`src/rtl/viti_mc_capture.sv`:
```
// Multi-channel VITI capture controller: captures DEPTH samples from NCH TDL channels,
// frames them out over a byte-wide UART handshake and tracks per-channel popcount calibration.
module viti_mc_capture #(
  parameter int NCH      = 2,
  parameter int SAMPLE_W = 4,
  parameter int DEPTH    = 256,
  parameter int WIN_LO   = 145,
  parameter int WIN_HI   = 176,
  parameter int REF_INIT = 4
) (
  input  logic                             clk,
  input  logic                             reset,
  input  logic                             trig,
  input  logic                             sample_valid,
  input  logic [NCH*SAMPLE_W-1:0]          sample_data,
  input  logic                             uart_tx_Active,
  input  logic                             uart_tx_Done,
  output logic                             uart_tx_DV,
  output logic [7:0]                       uart_tx_Byte,
  output logic                             busy,
  output logic                             frame_done,
  output logic [NCH-1:0]                   calib_lock,
  output logic [NCH*$clog2(SAMPLE_W+1)-1:0] ref_ones
);
  localparam int AW      = $clog2(DEPTH);
  localparam int WIN_LEN = WIN_HI - WIN_LO + 1;
  localparam int MW      = $clog2(WIN_LEN + 1);
  localparam int RW      = $clog2(SAMPLE_W + 1);
  localparam int CW      = (NCH > 1) ? $clog2(NCH) : 1;
  localparam logic [7:0] NCH_BYTE = 8'(NCH);

  typedef enum logic [2:0] {S_IDLE, S_FILL, S_HDR, S_LOAD, S_SEND, S_WAIT, S_EVAL} state_t;

  function automatic logic [RW-1:0] popcount(input logic [SAMPLE_W-1:0] v);
    logic [RW-1:0] n;
    n = '0;
    for (int i = 0; i < SAMPLE_W; i++) n = n + RW'(v[i]);
    return n;
  endfunction

  state_t                      state;
  logic [NCH*SAMPLE_W-1:0]     mem [DEPTH];
  logic [NCH*SAMPLE_W-1:0]     rd_p1;
  logic [AW-1:0]               wr_idx;
  logic [AW-1:0]               rd_idx;
  logic [CW-1:0]               ch;
  logic                        in_hdr;
  logic                        hdr_sel;
  logic                        ld_ph;
  logic [MW-1:0]               mismatch [NCH];
  logic [RW-1:0]               ref_r [NCH];
  logic [SAMPLE_W-1:0]         cur_smp;
  logic [RW-1:0]               cur_pop;
  logic                        in_win;

  always_comb begin
    cur_smp = rd_p1[int'(ch)*SAMPLE_W +: SAMPLE_W];
    cur_pop = popcount(cur_smp);
    in_win  = (int'(rd_idx) >= WIN_LO) && (int'(rd_idx) <= WIN_HI);
  end

  // Sample buffer: written only in FILL, read with one cycle of latency.
  always_ff @(posedge clk) begin
    if (state == S_FILL && sample_valid) mem[wr_idx] <= sample_data;
    rd_p1 <= mem[rd_idx];
  end

  always_ff @(posedge clk) begin
    if (reset) begin
      state        <= S_IDLE;
      uart_tx_DV   <= 1'b0;
      uart_tx_Byte <= 8'h00;
      busy         <= 1'b0;
      frame_done   <= 1'b0;
      calib_lock   <= '0;
      wr_idx       <= '0;
      rd_idx       <= '0;
      ch           <= '0;
      in_hdr       <= 1'b0;
      hdr_sel      <= 1'b0;
      ld_ph        <= 1'b0;
      for (int c = 0; c < NCH; c++) begin
        mismatch[c] <= '0;
        ref_r[c]    <= RW'(REF_INIT);
      end
    end else begin
      uart_tx_DV <= 1'b0;
      frame_done <= 1'b0;
      case (state)
        S_IDLE: if (trig) begin
          busy   <= 1'b1;
          wr_idx <= '0;
          for (int c = 0; c < NCH; c++) mismatch[c] <= '0;
          state  <= S_FILL;
        end
        S_FILL: if (sample_valid) begin
          wr_idx <= wr_idx + AW'(1);
          if (wr_idx == AW'(DEPTH - 1)) begin
            in_hdr  <= 1'b1;
            hdr_sel <= 1'b0;
            state   <= S_HDR;
          end
        end
        S_HDR: begin
          uart_tx_Byte <= hdr_sel ? NCH_BYTE : 8'hA5;
          state        <= S_SEND;
        end
        // First LOAD cycle lets rd_p1 catch up with rd_idx; the second consumes it.
        S_LOAD: begin
          if (!ld_ph) begin
            ld_ph <= 1'b1;
          end else begin
            ld_ph        <= 1'b0;
            uart_tx_Byte <= 8'(cur_smp);
            if (in_win && cur_pop != ref_r[ch]) mismatch[ch] <= mismatch[ch] + MW'(1);
            state        <= S_SEND;
          end
        end
        S_SEND: if (!uart_tx_Active) begin
          uart_tx_DV <= 1'b1;
          state      <= S_WAIT;
        end
        S_WAIT: if (uart_tx_Done) begin
          if (in_hdr) begin
            if (hdr_sel) begin
              in_hdr <= 1'b0;
              rd_idx <= '0;
              ch     <= '0;
              ld_ph  <= 1'b0;
              state  <= S_LOAD;
            end else begin
              hdr_sel <= 1'b1;
              state   <= S_HDR;
            end
          end else if (rd_idx == AW'(DEPTH - 1) && ch == CW'(NCH - 1)) begin
            state <= S_EVAL;
          end else begin
            if (ch == CW'(NCH - 1)) begin
              ch     <= '0;
              rd_idx <= rd_idx + AW'(1);
            end else begin
              ch <= ch + CW'(1);
            end
            ld_ph <= 1'b0;
            state <= S_LOAD;
          end
        end
        // rd_p1 still holds the last sample of the buffer here.
        S_EVAL: begin
          for (int c = 0; c < NCH; c++) begin
            if (mismatch[c] == MW'(WIN_LEN))
              ref_r[c] <= popcount(rd_p1[c*SAMPLE_W +: SAMPLE_W]);
            else if (mismatch[c] != '0)
              calib_lock[c] <= 1'b1;
          end
          frame_done <= 1'b1;
          busy       <= 1'b0;
          state      <= S_IDLE;
        end
        default: state <= S_IDLE;
      endcase
    end
  end

  for (genvar g = 0; g < NCH; g++) begin : g_ref
    assign ref_ones[g*RW +: RW] = ref_r[g];
  end
endmodule
```
`config.mk`:
```
export PLATFORM = sky130hd
export DESIGN_NAME = viti_mc_capture
export DESIGN_NICKNAME = d
export VERILOG_FILES = /design/src/rtl/viti_mc_capture.sv
export SDC_FILE = /design/constraint.sdc
export NUM_CORES = 2
export LEC_CHECK = 0
export ABC_AREA = 1
export CELL_PAD_IN_SITES_DETAIL_PLACEMENT = 1
export CELL_PAD_IN_SITES_GLOBAL_PLACEMENT = 1
export CORE_MARGIN = 2
export CORE_UTILIZATION = 45
export CTS_CLUSTER_SIZE = 25
export DETAILED_ROUTE_END_ITERATION = 8
export PLACE_DENSITY_LB_ADDON = 0.1
export SLEW_MARGIN = 10
export SYNTH_ARGS = -nofsm -noshare
export SYNTH_HDL_FRONTEND = slang
export SYNTH_SLANG_ARGS = --single-unit
export TNS_END_PERCENT = 10
```
`constraint.sdc`:
```
create_clock -name clk -period 7.5 [get_ports clk]
set_input_delay 2.25 -clock clk [delete_from_list [all_inputs] [get_ports clk]]
set_output_delay 2.25 -clock clk [all_outputs]
set_load 0.03 [all_outputs]
```
# --- Word level (Yosys, flattened, before mapping) ---
# Memory sizes are Yosys's and may differ from the RTL's. A register that Yosys moved wholly into a read port is not among the register bits.
# Cells that the tools add are included.
# Widths: inputs -> output; s select.
totals:
  ff_bits: 36
  word_cells: 163
  mem_bits_rw: 2066
  n_memories: 3
  out_inout_bits: 19
memory_table:
  columns: ["name", "words", "width", "read_ports", "rd_ports_with_merged_regs", "write_ports", "line", "source"]
  rows:
  - ["mem", 256, 8, 1, 1, 1, "42", "logic [NCH*SAMPLE_W-1:0] mem [DEPTH];"]
  - ["mismatch", 2, 6, 3, 1, 2, "50", "logic [MW-1:0] mismatch [NCH];"]
  - ["ref_r", 2, 3, 3, 1, 2, "51", "logic [RW-1:0] ref_r [NCH];"]
classes:
  reduce_logical: 26
  bitwise_logic: 7
  muxes: 76
  n_eq_ne: 22
  magnitude_cmp: 2
  shift: 1
  addsub: 13
op_table:
  columns: ["operator", "count"]
  rows:
  - ["$mux 8", 8]
  - ["$mux 1", 48]
  - ["$pmux 8 s2", 2]
  - ["$mux 3", 10]
  - ["$mux 6", 3]
  - ["$pmux 3 s6", 1]
  - ["$add 8x1->8 const B", 2]
  - ["$eq 8x8->1 const B", 2]
  - ["$ne 2x2->1 const B", 7]
  - ["$eq 6x6->1 const B", 2]
  - ["$reduce_and 4->1", 3]
  - ["$reduce_bool 2->1", 6]
  - ["$reduce_bool 6->1", 2]
  - ["$reduce_and 5->1", 2]
  - ["$add 2x1->3", 3]
  - ["$add 3x1->3", 3]
  - ["$eq 3x3->1 const B", 3]
  - ["$reduce_and 3->1", 3]
  - ["$ge 8x8->1 const B", 1]
  - ["$le 8x8->1 const B", 1]
  - ["$pmux 1 s2", 4]
  - ["$shiftx 8x4->4", 1]
  - ["$add 1x1->2", 3]
  - ["$add 6x1->6 const B", 1]
  - ["14 further kinds", 26]

# --- Depth between registers and ports, before layout ---
depth:
  depth_word: 13
  depth_mapped: 21
  mapped_depth_nobuf: 17

# --- Worst setup path after synthesis ---
# OpenSTA, ideal clock, no wires.
synth_timing:
  kind: "input to register"
  startpoint: "input sample_valid"
  endpoint: "memory mem[104][0] in the netlist's numbering (enable)"
  stages: 6
  setup_slack_ns: 3.735
  n_path_buf: 2
  arrival_ns: 3.395
  setup_time_ns: 0.370
  required_ns: 7.130
  cell_sequence: "nand2_1 > inv_1 > buf_2 > nand3_1 > buf_2 > nor2_1"
synth_via:
  elab_chain_cells: 3
synth_lines:
  columns: ["element", "line", "source"]
  rows:
  - ["start, declared", "14", "input logic sample_valid,"]
  - ["$logic_and 1x1->1", "64", "if (state == S_FILL && sample_valid) mem[wr_idx] <= sample_data;"]
  - ["$mux 1", "64", null]
  - ["$mux 1 (implied by the code)", "64", null]
  - ["end, declared", "42", null]
# Every way passes these cells.

# --- Worst setup path in the final report ---
layout_timing:
  startpoint: "input sample_valid"
  endpoint: "memory mem[67][4] in the netlist's numbering (enable)"
# The elaborated chain is that of the path after synthesis.

==> metrics.txt <==
register area between 0.06 and 0.07 sq mm; Max Used Layer met4; Finished Core Util about half; Fmax achieved 200 MHz; area of the die 0.200 sq mm; clock tree buffer depth 3; final setup fails 0; crit start category input port; Via density roughly 5.5; synthesized cell area 0.0885 sq mm; row count 162; Die Span X 447 um; Area growth, synth to finish 10.8%; clock sinks 2108; largest net degree at the start of global routing about 230; top cells by area in the synthesized netlist edfxtp_1 70%, nand2_1 8.7%, nor2_1 5.8%; #FFs+latches synth 2108; Initial DRT Pass Iterations 6; minimum clock period 4990 ps; worst-path fanout max 16; clock skew 30.8 ps; P per Cell Area 250 mW/mm^2; most common cell after layout, fill and taps aside edfxtp_1; Avg Inst Size Synth 10.9 sq um; routed len/inst ~25 um; CP peak stage delay 780 ps; chip height 447 um; Critical Path RT ~8000 ps; core area 0.195 sq mm; M1 WL 118000 um; initial antenna violation count 6; H-tree levels 4; CTS Root Cell clkbuf_16; global route overflow 0; Fill cells 20691; CP arrival 5460 ps; initial core utilization 45.3%; antenna viol nets, final 0; worst min path class reg -> reg; cell chain of the critical path clkdlybuf4s50_1, nand2_1, inv_1, nand3_2, buf_4, nor2_1; Min Hold Slack 464 ps; share of post-route cells with drive strength above 1 6.00%; multi-input combinational cell area 0.0214 sq mm; hold_buf cts 0; WL met3 14700 um; I/O Buffers 30; Slew headroom between 20% and 30%; Leak 35.9 nW; first-pass GRT wire length 404000 um; library cells used by synthesis 42; top-area cell type share of the netlist area 70.1%; Residual DRC 0; Nets 8030; Iteration-0 DRC Markers 5304; Final Hold Viols 0; critical path endpoint category flip-flop; PostCTS Resize Cnt 0; status complete, no violations; max-slew violation total from the final report 0; Post-Synthesis Cells 8132; metal2 WL 133000 um; GRT Resource Usage Total 27.5%; most frequent cells in the layout 2066 x edfxtp_1, 2054 x nand2_1, 1363 x nor2_1; max-cap viol count 0; Inserted Clock Buffers 216; I/O Pins 33; Max IR drop VDD 0.219 mV; post-synth top area cell edfxtp_1; RSZ-0062 raised after global routing no; worst slew pin tran 1150 ps; CTS tree done; Crit-path slowest cell nand3_2; routed vias between 50000 and 60000; vias in the first global route 61323; Worst Setup Path Type in -> reg; hpwl dp 161000 um; Setup TNS 0 ps; Final period util 66.6%; register clock-pin slew on the reported worst setup and hold paths 60 ps; synth warn 0; worst skew pair latency 860 ps; postcts setup bufs 0; sequential cell area fraction in the yosys report 71.1%; drt total wl between 200000 and 300000 um; Placer Congestion 0.869
-- routing by layer --
layer,vias to the layer above,track usage (%)
li1,27155,-
met1,29870,37.4
met2,1718,46.0
met3,423,3.32
met4,0,9.07
met5,-,0
-- sequential cells by signal, summed over array words and instances (netlist names), named ones only --
register and cells:
wr_idx 8, state 3, calib_lock 2, mem 2048
uart_tx_Byte 5, ref_r 6, frame_done 1, uart_tx_DV 1
ch 1, mismatch 12, rd_idx 8, ld_ph 1
in_hdr 1, rd_p1 8, busy 1, hdr_sel 1
-- critical path: cells and delay by family --
kind	cells	cell delay [ps]
buffers and inverters	3	1720
AND/OR/NAND/NOR	3	1480
-- synthesized netlist by cell type (all sizes together) --
library cell	count
nand4	9
ha	14
xor2	7
edfxtp	2066
buf	286
clkinv	7
nor4	3
conb	1
a21oi	114
o22ai	9
nor3b	2
or2	35
xnor2	2
dfxtp	42
mux2i	5
o211ai	66
nor2	1366
o31ai	1
fa	3
nand2	2056
clkbuf	185
nor3	14
a31oi	6
o21ai	599
a211oi	1
nand3b	1
inv	539
mux2	1
nand3	690
and3	2
-- power by group --
| group | switching, mW | internal [mW] | leakage [nW] |
|---|---|---|---|
| Clock | 4.63 | 6.28 | 3.49 |
| Sequential | 0.0342 | 13.0 | 18.9 |
| Combinational | 0.514 | 0.117 | 13.5 |
-- metrics by stage --
stage,power [mW],worst slack (ps),instances,area [sq um]
after floorplan,13.4,3730,8133,88500
after global placement,13.9,1720,10405,90900
after detailed placement,13.9,1690,10405,90900
after CTS,24.7,2610,10809,98100
after global routing,25.1,2480,10810,98100
final,24.5,2510,10811,98100
-- path summary, 6_finish.rpt --
| check | slack [ps] | start | depth (start not counted) | end |
|---|---|---|---|---|
| worst min register to register | 460 | calib_lock[1] | 2 | calib_lock[1] |
| worst max-delay path | 2510 | sample_valid | 6 | mem[67][4] |
| worst min-delay path | 460 | calib_lock[1] | 2 | calib_lock[1] |
| worst max register to register | 3540 | state[0] | 9 | mem[67][4] |
-- cell families after synthesis --
| group | count (synthesis) | share of synthesized area, % |
|---|---|---|
| flops | 2108 | 71.1 |
| xor+xnor | 9 | 0.0891 |
| other cells | 1 | 0.00424 |
| fa+ha+maj | 17 | 0.266 |
| mux | 6 | 0.0693 |
| buf+inv | 1017 | 4.90 |
| simple gates | 4178 | 18.9 |
| compound gates | 796 | 4.72 |
-- area by class of cell --
class                   instances  share of cell area (%)
flip-flops and latches       2108                    64.1
multi-input cells            5008                    21.8
clock buffers                 251                    5.68
well taps                    2624                    3.35
inverters                     546                    2.13
clock inverters               153                    1.61
repair buffers                119                    1.31
diodes                          2                 0.00510
No activity file was read; power rests on OpenSTA's default activity.
